==> src/rtl/stopwatch_ctrl.sv <==
// Stopwatch front-end: button synchronize/debounce, IDLE/RUN/PAUSE control,
// tick prescaler and the one-cycle clear pulse for the digit counter chain.
module stopwatch_ctrl #(
    parameter int TICK_DIV        = 1_000_000,
    parameter int DIV_WID         = 20,
    parameter int DEBOUNCE_CYCLES = 500_000,
    parameter int DB_WID          = 19
) (
    input  logic clk,
    input  logic reset,
    input  logic btn_run,
    input  logic btn_clear,
    output logic increment,
    output logic clear,
    output logic running,
    output logic paused
);

    localparam logic [1:0] IDLE  = 2'b00;
    localparam logic [1:0] RUN   = 2'b01;
    localparam logic [1:0] PAUSE = 2'b10;

    localparam logic [DB_WID-1:0]  DB_LAST  = DB_WID'(DEBOUNCE_CYCLES - 1);
    localparam logic [DIV_WID-1:0] DIV_LAST = DIV_WID'(TICK_DIV - 1);

    // Bit 0 carries the run button, bit 1 the clear button.
    logic [1:0]        btn_raw;
    logic [1:0]        sync_p0;
    logic [1:0]        sync_p1;
    logic [1:0]        level;
    logic [1:0]        level_prev;
    logic [1:0]        press;
    logic [DB_WID-1:0] db_cnt [2];

    logic [1:0]         state;
    logic [1:0]         state_next;
    logic               clear_next;
    logic [DIV_WID-1:0] div_cnt;

    assign btn_raw = {btn_clear, btn_run};

    // Stage p0/p1: two-flop synchronizer, then per-button debounce on sync_p1
    always_ff @(posedge clk) begin
        if (reset) begin
            sync_p0    <= '0;
            sync_p1    <= '0;
            level      <= '0;
            level_prev <= '0;
            db_cnt[0]  <= '0;
            db_cnt[1]  <= '0;
        end else begin
            sync_p0    <= btn_raw;
            sync_p1    <= sync_p0;
            level_prev <= level;
            for (int i = 0; i < 2; i++) begin
                if (sync_p1[i] == level[i]) begin
                    db_cnt[i] <= '0;
                end else if (db_cnt[i] == DB_LAST) begin
                    level[i]  <= sync_p1[i];
                    db_cnt[i] <= '0;
                end else begin
                    db_cnt[i] <= db_cnt[i] + DB_WID'(1);
                end
            end
        end
    end

    assign press = level & ~level_prev;

    always_ff @(posedge clk) begin
        if (reset) begin
            state <= IDLE;
        end else begin
            state <= state_next;
        end
    end

    // Clear has priority outside RUN; inside RUN only the run button matters.
    always_comb begin
        state_next = state;
        clear_next = 1'b0;
        case (state)
            IDLE: begin
                if (press[1]) begin
                    clear_next = 1'b1;
                end else if (press[0]) begin
                    state_next = RUN;
                end
            end
            RUN: begin
                if (press[0]) begin
                    state_next = PAUSE;
                end
            end
            PAUSE: begin
                if (press[1]) begin
                    state_next = IDLE;
                    clear_next = 1'b1;
                end else if (press[0]) begin
                    state_next = RUN;
                end
            end
            default: state_next = IDLE;
        endcase
    end

    always_comb begin
        running = (state == RUN);
        paused  = (state == PAUSE);
    end

    // Prescaler follows the current state, so a wrap in the last RUN cycle still ticks.
    always_ff @(posedge clk) begin
        if (reset) begin
            div_cnt   <= '0;
            increment <= 1'b0;
            clear     <= 1'b0;
        end else begin
            clear     <= clear_next;
            increment <= 1'b0;
            if (state == RUN) begin
                if (div_cnt == DIV_LAST) begin
                    div_cnt   <= '0;
                    increment <= 1'b1;
                end else begin
                    div_cnt <= div_cnt + DIV_WID'(1);
                end
            end else if (state_next == IDLE) begin
                div_cnt <= '0;
            end
        end
    end

endmodule

==> config.mk <==
export PLATFORM = sky130hd
export DESIGN_NAME = stopwatch_ctrl
export DESIGN_NICKNAME = d
export VERILOG_FILES = /design/src/rtl/stopwatch_ctrl.sv
export SDC_FILE = /design/constraint.sdc
export NUM_CORES = 1
export LEC_CHECK = 0
export CAP_MARGIN = 20
export CORE_MARGIN = 4
export CORE_UTILIZATION = 43
export CTS_CLUSTER_SIZE = 30
export DETAILED_ROUTE_END_ITERATION = 10
export GPL_ROUTABILITY_DRIVEN = 0
export PLACE_DENSITY_LB_ADDON = 0.3
export SLEW_MARGIN = 40
export SYNTH_ARGS = -nofsm -noshare
export SYNTH_HDL_FRONTEND = slang
export SYNTH_SLANG_ARGS = --single-unit
==> constraint.sdc <==
create_clock -name clk -period 2.05 [get_ports clk]
set_input_delay 0.205 -clock clk [delete_from_list [all_inputs] [get_ports clk]]
set_output_delay 0.205 -clock clk [all_outputs]
set_load 0.005 [all_outputs]
==> results of run 1 <==
==> metrics by stage <==
step	total power (W)	std cells	hold WS, ns
final	0.00257	530	0.427
after global routing	0.00269	530	0.416
after floorplan	0.00163	406	0.333
after detailed placement	0.00166	514	0.419
after CTS	0.00261	530	0.410
after global placement	0.00166	514	0.410
==> synth_stat cells (3+ instances only) <==
| cell type | count |
|---|---|
| a31oi_1 | 3 |
| edfxtp_1 | 38 |
| buf_4 | 3 |
| xor2_1 | 27 |
| ha_1 | 3 |
| nand2b_1 | 4 |
| mux2i_1 | 4 |
| and4_1 | 5 |
| nor2_1 | 60 |
| dfxtp_1 | 32 |
| xnor2_1 | 12 |
| inv_1 | 7 |
| o21ai_0 | 7 |
| a21o_1 | 4 |
| nand3_1 | 33 |
| nor3_1 | 5 |
| nand4_1 | 13 |
| clkbuf_1 | 4 |
| or3_1 | 5 |
| buf_2 | 3 |
| nor4_1 | 3 |
| nand2_1 | 24 |
| o21ai_1 | 4 |
| and3_1 | 10 |
| a21oi_1 | 11 |
| nor2b_1 | 8 |
==> where the power goes <==
part / switching, W / internal, W
registers: 0.0000360 / 0.00151
logic: 0.0000454 / 0.0000385
clock network: 0.000497 / 0.000436
==> layer usage <==
metal	global-route usage [%]	share of wire (%)	wire [um]
met3	4.00	2.9	182
met5	0	0	0
met4	5.57	1.5	95
met2	22.4	47	2920
met1	17.2	49	3040
==> how the worst min path moves through the flow <==
stage            endpoint  depth (start not counted)
6_report            clear                          1
5_1_grt        sync_p0[1]                          2
2_1_floorplan  sync_p0[0]                          1
3_3_place_gp        clear                          1
4_1_cts        sync_p0[1]                          2
3_5_place_dp        clear                          1
==> critical path: cells and delay by family (launching register included) <==
kind                       cells  cell delay (ns)
buffers and inverters          1             0.16
DFF                            1             0.39
adders and majority gates      1             0.22
and+or+nand+nor                5             0.86
==> cell type report <==
type                            count  area [um^2]
Fill cell                         788         4090
Sequential cell                    70         1780
Multi-Input combinational cell    317         1880
Clock buffer                       12          135
Inverter                            7         26.3
Timing Repair Buffer               15          155
Tap cell                          105          131
Clock inverter                      4         23.8
==> cells by family (layout without fill, tap and decap cells) <==
group                    after synthesis  count (layout)  synth area share (%)
AND/OR/NAND/NOR                      196             196                  29.9
other                                  1              38                 0.104
flip-flops                            70              70                  49.2
buffers and inverters                 19              38                  2.80
adder cells (fa/ha/maj)                3               3                  1.04
XOR/XNOR                              39              39                  9.44
AO/OA/AOI/OAI                         37              37                  6.36
multiplexers                           4               4                  1.11
==> registers in the layout, summed over array words and instances (netlist names) <==
signal / cells
div_cnt: 20
level: 2
level_prev: 2
state: 2
db_cnt: 38
clear: 1
sync_p1: 2
sync_p0: 2
increment: 1
==> timing repair <==
action / in CTS / in global routing
setup endpoints to repair: 0 / 1
buffers inserted: 0 / 0
resized for setup: 0 / 1
==> impl_metrics.ini, run 1 <==
[placement]
port_buffers = 7
preCtsSetupSlack_ns = 0.116
hpwl_mm = 4.41
placed_area_um2 = 3970

[logic_synthesis]
syn_area_per_cell_um2 = 9.81
synth-warning-count = 0
yosys_register_bits = 70
synth_area_leaders = edfxtp_1, dfxtp_1, xor2_1
syn_area_um2 = 3620
synthCells = 369
synth_edf_count = 38
synthArstFlopShare_pct = 0
synth-main-ff-cell = edfxtp_1
seq_area_frac_synth_pct = 49.2
yosys.area.top_type = edfxtp_1
yosysTopAreaCellShare_pct = 31.5
yosys.cell_types.count = 55

[sta]
finalMaxSlewViolations = 0
clock.fmax_ghz = 0.534
fin_crit_sh_pct = 91.4
hold_violations = 0
skew_ns = 0.00958
setup_slack_ns = 0.177
finalSetupViolations = 0
final.setup.tns_ns = 0
rsz0062_at_grt = no
period_needed_ns = 1.87

[worst_setup_path]
critPathSlowestCell = edfxtp_1
crit_path_start = db_cnt[1][1]
r2r_end = db_cnt[1][7]
crit_fanout = 17
r2r_start = db_cnt[1][1]
start_kind = flip-flop
worst-r2r-setup-slack_ns = 0.18
max_stage_delay_ns = 0.39
cp-endpoint = db_cnt[1][7]
critPathArrivalTime_ns = 1.97
crit_chain = ha_1, and4_1, nand3_1, nor3_2, or2_1, buf_12, nor2_1
crit_path_end_kind = flip-flop
r2r_cells = 7
critPathKind = flip-flop to flip-flop
required_ns = 2.15

[cts]
cts_tree = built
cts-root-to-sink-buffers = 2
cts_buffers = 9
path_clk_slew_ns = 0.07
clock_latency_ns = 0.34
cts_max_level = 3
ctsHoldBuffers = 0
numClockSinks = 70
cts_root_buf = clkbuf_8

[power]
ir_drop_mv = 0.336
p_leak_nw = 1.51
cellPowerDensity_nw_per_um2 = 621

[die]
initial_core_util_pct = 44.0
die_w_um = 99.7
core_area_um2 = 8220
die_h_um = 99.7
die_area_um2 = 9950
num_rows = 33
io_pins = 8

[finish]
fin_util_pct = 50.3
layout_common_cells = nor2_1, edfxtp_1, conb_1, nand3_1, dfxtp_1
fin_nets = 427
drive_gt1_share_pct = 9.41
areaGrowthSynthToFinish_pct = 14.1
n_antenna_cell = 0
mostFrequentLayoutCell = nor2_1
post-route-cell-area_um2 = 4130

[outcome]
outcome = completed

[drt]
wl_per_cell_um = 11.8
wl_mm = 6.24
drt.antenna.violating_nets = 0
drc = 0
vias = 2604
avgViaCountPerCell = 4.91
drtIter0Drc = 76
drt_first_pass_iters = 4

[min_path]
hold_class = flip-flop to flip-flop
hp-start = level_prev[1]

[job]
cap_violations = 0

[global_route]
grt_overflow = 0
grt_max_degree = 18
grt_pass1_vias = 2545
grt_pass1_wl_mm = 11.1
grtUsageTotal_pct = 13.8
antenna_found_initial = 0
Note: power is estimated with default switching activity, not from simulation.
==> run 2, diff against run 1 <==
CORE_ASPECT_RATIO = 1.75   (was default)
CORE_MARGIN = default   (was 4)
==> impl_metrics.ini, run 2 (synthesized netlist as in run 1, its figures left out) <==
[finish]
finalNonFillerCells = 513
post-route-cell-area_um2 = 4250
largestRegisters = db_cnt x38, div_cnt x20
regMostFlops = db_cnt
fillCellCount = 720
layout_common_cells = nor2_1, edfxtp_1, conb_1, nand3_1, dfxtp_1
areaGrowthSynthToFinish_pct = 17.5
drive_gt1_share_pct = 9.46
fin_nets = 425
n_antenna_cell = 0
mostFrequentLayoutCell = nor2_1
largest_register_ffs = 38

[drt]
drtIter0Drc = 96
met3WireLength_um = 196
wl_met2_mm = 3.41
vias = 2701
drc = 0
met1_length_mm = 2.73
wl_per_cell_um = 12.8
drt_first_pass_iters = 4
top_layer = met4
avgViaCountPerCell = 5.27
drt.antenna.violating_nets = 0
wl_mm = 6.54

[cts]
cts_tree = built
path_clk_slew_ns = 0.06
cts_max_level = 3
cts-root-to-sink-buffers = 2
cts_root_buf = clkbuf_16
cts_buffers = 9
clock_latency_ns = 0.33
postCtsSetupBuffers = 0
numClockSinks = 70

[global_route]
grt_max_degree = 20
grt_overflow = 0
antenna_found_initial = 0
grt_pass1_vias = 2678
grt_pass1_wl_mm = 11.4
grtUsageTotal_pct = 16.6

[worst_setup_path]
crit_fanout = 7
start_kind = flip-flop
critPathArrivalTime_ns = 1.69
max_stage_delay_ns = 0.54
critPathKind = flip-flop to output port
critPathSlowestCell = clkdlybuf4s50_1
crit_path_end_kind = output port
crit_chain = nand2b_2, inv_1, clkdlybuf4s50_1
path_buf_inv = 2
required_ns = 1.85
cpLargestDelayFamily = buffers and inverters

[sta]
period_needed_ns = 1.90
skew_ns = 0.00574
final.setup.tns_ns = 0
hold_violations = 0
finalSetupViolations = 0
fin_crit_sh_pct = 92.4
rsz0062_at_grt = no
clock.fmax_ghz = 0.528
finalMaxSlewViolations = 0

[die]
core_area_um2 = 8020
die_h_um = 123
num_rows = 43
die_w_um = 71.3
die_area_um2 = 8800
io_pins = 8
initial_core_util_pct = 45.1

[power]
p_leak_nw = 1.58
ir_drop_mv = 0.591
cellPowerDensity_nw_per_um2 = 746

[placement]
dpl.cell_count = 497
port_buffers = 7
placed_area_um2 = 3950
hpwl_mm = 4.70

[min_path]
hold_class = primary input to flip-flop

[job]
cap_violations = 0

[outcome]
outcome = completed
[run 2: changes by cell type in the layout (fill, tap and decap cells not counted), sizes merged]
cell,change
inv,+1
clkinv,-1
buf,-2
[run 2: layout make-up]
cell class                      instances  area [um^2]  area share, %
Multi-Input combinational cell        317         1880           44.1
Clock inverter                          4         25.0          0.588
Timing Repair Buffer                   13          153           3.59
Sequential cell                        70         1780           41.9
Inverter                                7         26.3          0.618
Clock buffer                           12          279           6.56
Tap cell                               90          113           2.65
[run 2: worst register-to-register path, delay by kind of cell (launching register included)]
family                     cells  cell delay [ns]
AOI/OAI and AO/OA              3             0.73
DFF                            1             0.42
adders and majority gates      1             0.29
and+or+nand+nor                2             0.29
[run 2: power breakdown]
group / switching, W / internal, W / total, W
combinational: 0.0000453 / 0.0000401 / 0.0000854
clock: 0.000571 / 0.000964 / 0.00154
sequential: 0.0000375 / 0.00151 / 0.00155
[run 2: final timing paths]
| check | from | endpoint | slack, ns | cells after the start |
|---|---|---|---|---|
| worst max register to register | div_cnt[0] | div_cnt[12] | 0.22 | 6 |
| worst max-delay path | state[0] | running | 0.15 | 3 |
| worst min register to register | level_prev[1] | clear | 0.43 | 1 |
| worst min-delay path | btn_run | sync_p0[0] | 0.43 | 2 |
[run 2: repair_timing]
item                       CTS  global route
resized for setup            0             1
setup endpoints to repair    0             1
hold buffers                 0             0
hold endpoints to repair     0             0
[run 2: per-layer routing]
metal,global-route usage (%),vias to the layer above
li1,-,1370
met1,17.6,1273
met2,29.6,44
met3,3.75,14
met4,9.50,0
met5,0,-
[run 2: metrics by stage]
| stage | hold WS [ns] | power, W | worst slack, ns | utilization (%) |
|---|---|---|---|---|
| final | 0.430 | 0.00317 | 0.155 | 53.1 |
| after global routing | 0.435 | 0.00327 | 0.0570 | 53.1 |
| after CTS | 0.416 | 0.00322 | 0.135 | 53.0 |
| after detailed placement | 0.419 | 0.00167 | 0.180 | 49.2 |
| after global placement | 0.409 | 0.00166 | 0.206 | 49.2 |
| after floorplan | 0.333 | 0.00163 | 0.302 | - |
==> run 3, diff against run 2 <==
RECOVER_POWER = 50   (was default)
==> impl_metrics.ini, run 3 (synthesized netlist as in run 1, its figures left out) <==
[finish]
fin_util_pct = 53.0
n_antenna_cell = 0
fillCellCount = 720
finalNonFillerCells = 513
largest_register_ffs = 38
largestRegisters = db_cnt x38, div_cnt x20
regMostFlops = db_cnt
layout_common_cells = nor2_1, edfxtp_1, conb_1, nand3_1, dfxtp_1
fin_nets = 425
drive_gt1_share_pct = 9.22
mostFrequentLayoutCell = nor2_1
areaGrowthSynthToFinish_pct = 17.3

[cts]
clock_latency_ns = 0.33
cts_buffers = 9
ctsResizeCount = 0
postCtsSetupBuffers = 0
ctsHoldBuffers = 0
cts_tree = built
cts_root_buf = clkbuf_16
path_clk_slew_ns = 0.06
cts_max_level = 3
numClockSinks = 70
cts-root-to-sink-buffers = 2

[sta]
hold_ws_ns = 0.430
hold_violations = 0
finalMaxSlewViolations = 0
finalSetupViolations = 0
final.setup.tns_ns = 0
skew_ns = 0.00573
clock.fmax_ghz = 0.528
rsz0062_at_grt = no
fin_crit_sh_pct = 92.4
period_needed_ns = 1.89

[worst_setup_path]
crit_path_end_kind = output port
r2r_end = db_cnt[1][12]
critPathArrivalTime_ns = 1.69
crit_fanout = 7
required_ns = 1.85
start_kind = flip-flop
r2r_cells = 6
worst-r2r-setup-slack_ns = 0.20
path_buf_inv = 2
critPathSlowestCell = clkdlybuf4s50_1
cpLargestDelayFamily = buffers and inverters
critPathKind = flip-flop to output port
max_stage_delay_ns = 0.54
crit_chain = nand2b_2, inv_1, clkdlybuf4s50_1
r2r_start = db_cnt[1][12]

[global_route]
grt_pass1_vias = 2678
grt_overflow = 0
grtUsageTotal_pct = 16.6
antenna_found_initial = 0
grt_pass1_wl_mm = 11.4
grt_max_degree = 20

[die]
io_pins = 8
die_h_um = 123
die_w_um = 71.3
num_rows = 43
die_area_um2 = 8800
core_area_um2 = 8020
initial_core_util_pct = 45.1

[placement]
dpl.cell_count = 497
hpwl_mm = 4.70
port_buffers = 7

[min_path]
whs_endpoint = sync_p0[0]
hp-start = btn_run
hold_depth = 2
hold_class = primary input to flip-flop

[drt]
drc = 0
drt.antenna.violating_nets = 0
drt_first_pass_iters = 4
wl_mm = 6.55
avgViaCountPerCell = 5.27
wl_per_cell_um = 12.8
drtIter0Drc = 98
vias = 2706

[power]
ir_drop_mv = 0.590
cellPowerDensity_nw_per_um2 = 747
p_leak_nw = 1.59

[outcome]
outcome = completed

[job]
cap_violations = 0
## run 3: changes by cell type in the layout (fill, tap and decap cells not counted), moves of 4 or more
cell / previous run / this run
clkdlybuf4s50_1: 7 / 3
o21ai_0: 7 / 11
o21ai_1: 4 / 0
dlygate4sd3_1: 0 / 4
## run 3: cell type report
class / instances / area [um^2] / share of cell area (%)
multi-input cells: 317 / 1870 / 44.1
inverters: 7 / 26.3 / 0.619
well taps: 90 / 113 / 2.65
flip-flops and latches: 70 / 1780 / 42.0
clock inverters: 4 / 25.0 / 0.589
repair buffers: 13 / 150 / 3.54
clock buffers: 12 / 279 / 6.57
## run 3: worst reg2reg max path: stages (launching register included)
cell and delay, ns:
edfxtp_1 0.47, nor4bb_1 0.36, nand3_1 0.13, nor3_1 0.26
or2_1 0.19, buf_12 0.15, nor2_1 0.06
## run 3: per-stage QoR
step	area (um^2)	total power, W	setup slack [ns]
after global routing	4250	0.00327	0.0321
after detailed placement	3950	0.00167	0.180
after floorplan	3760	0.00163	0.302
after CTS	4250	0.00322	0.135
final	4250	0.00317	0.156
after global placement	3950	0.00166	0.206
## run 3: worst max-delay path by stage
stage / start / endpoint / slack, ns / cells after the start
final: state[0] / running / 0.16 / 3
after global routing: div_cnt[0] / div_cnt[14] / 0.03 / 7
after CTS: state[0] / running / 0.13 / 3
after detailed placement: div_cnt[0] / div_cnt[12] / 0.18 / 6
after global placement: div_cnt[0] / div_cnt[12] / 0.21 / 6
after floorplan: db_cnt[0][0] / db_cnt[0][11] / 0.30 / 8
## run 3: where the power goes
part	switching, W	leakage (nW)	internal, W
Combinational	0.0000451	0.784	0.0000396
Sequential	0.0000375	0.650	0.00151
Clock	0.000571	0.153	0.000964
## run 3: per-layer routing
metal  part of all wire, %  vias up  global-route usage, %
met5                     0        -                      0
met4                   3.2        0                   9.50
met3                   3.3       14                   3.75
met2                    52       49                   29.6
met1                    41     1273                   17.6
li1                      -     1370                      -
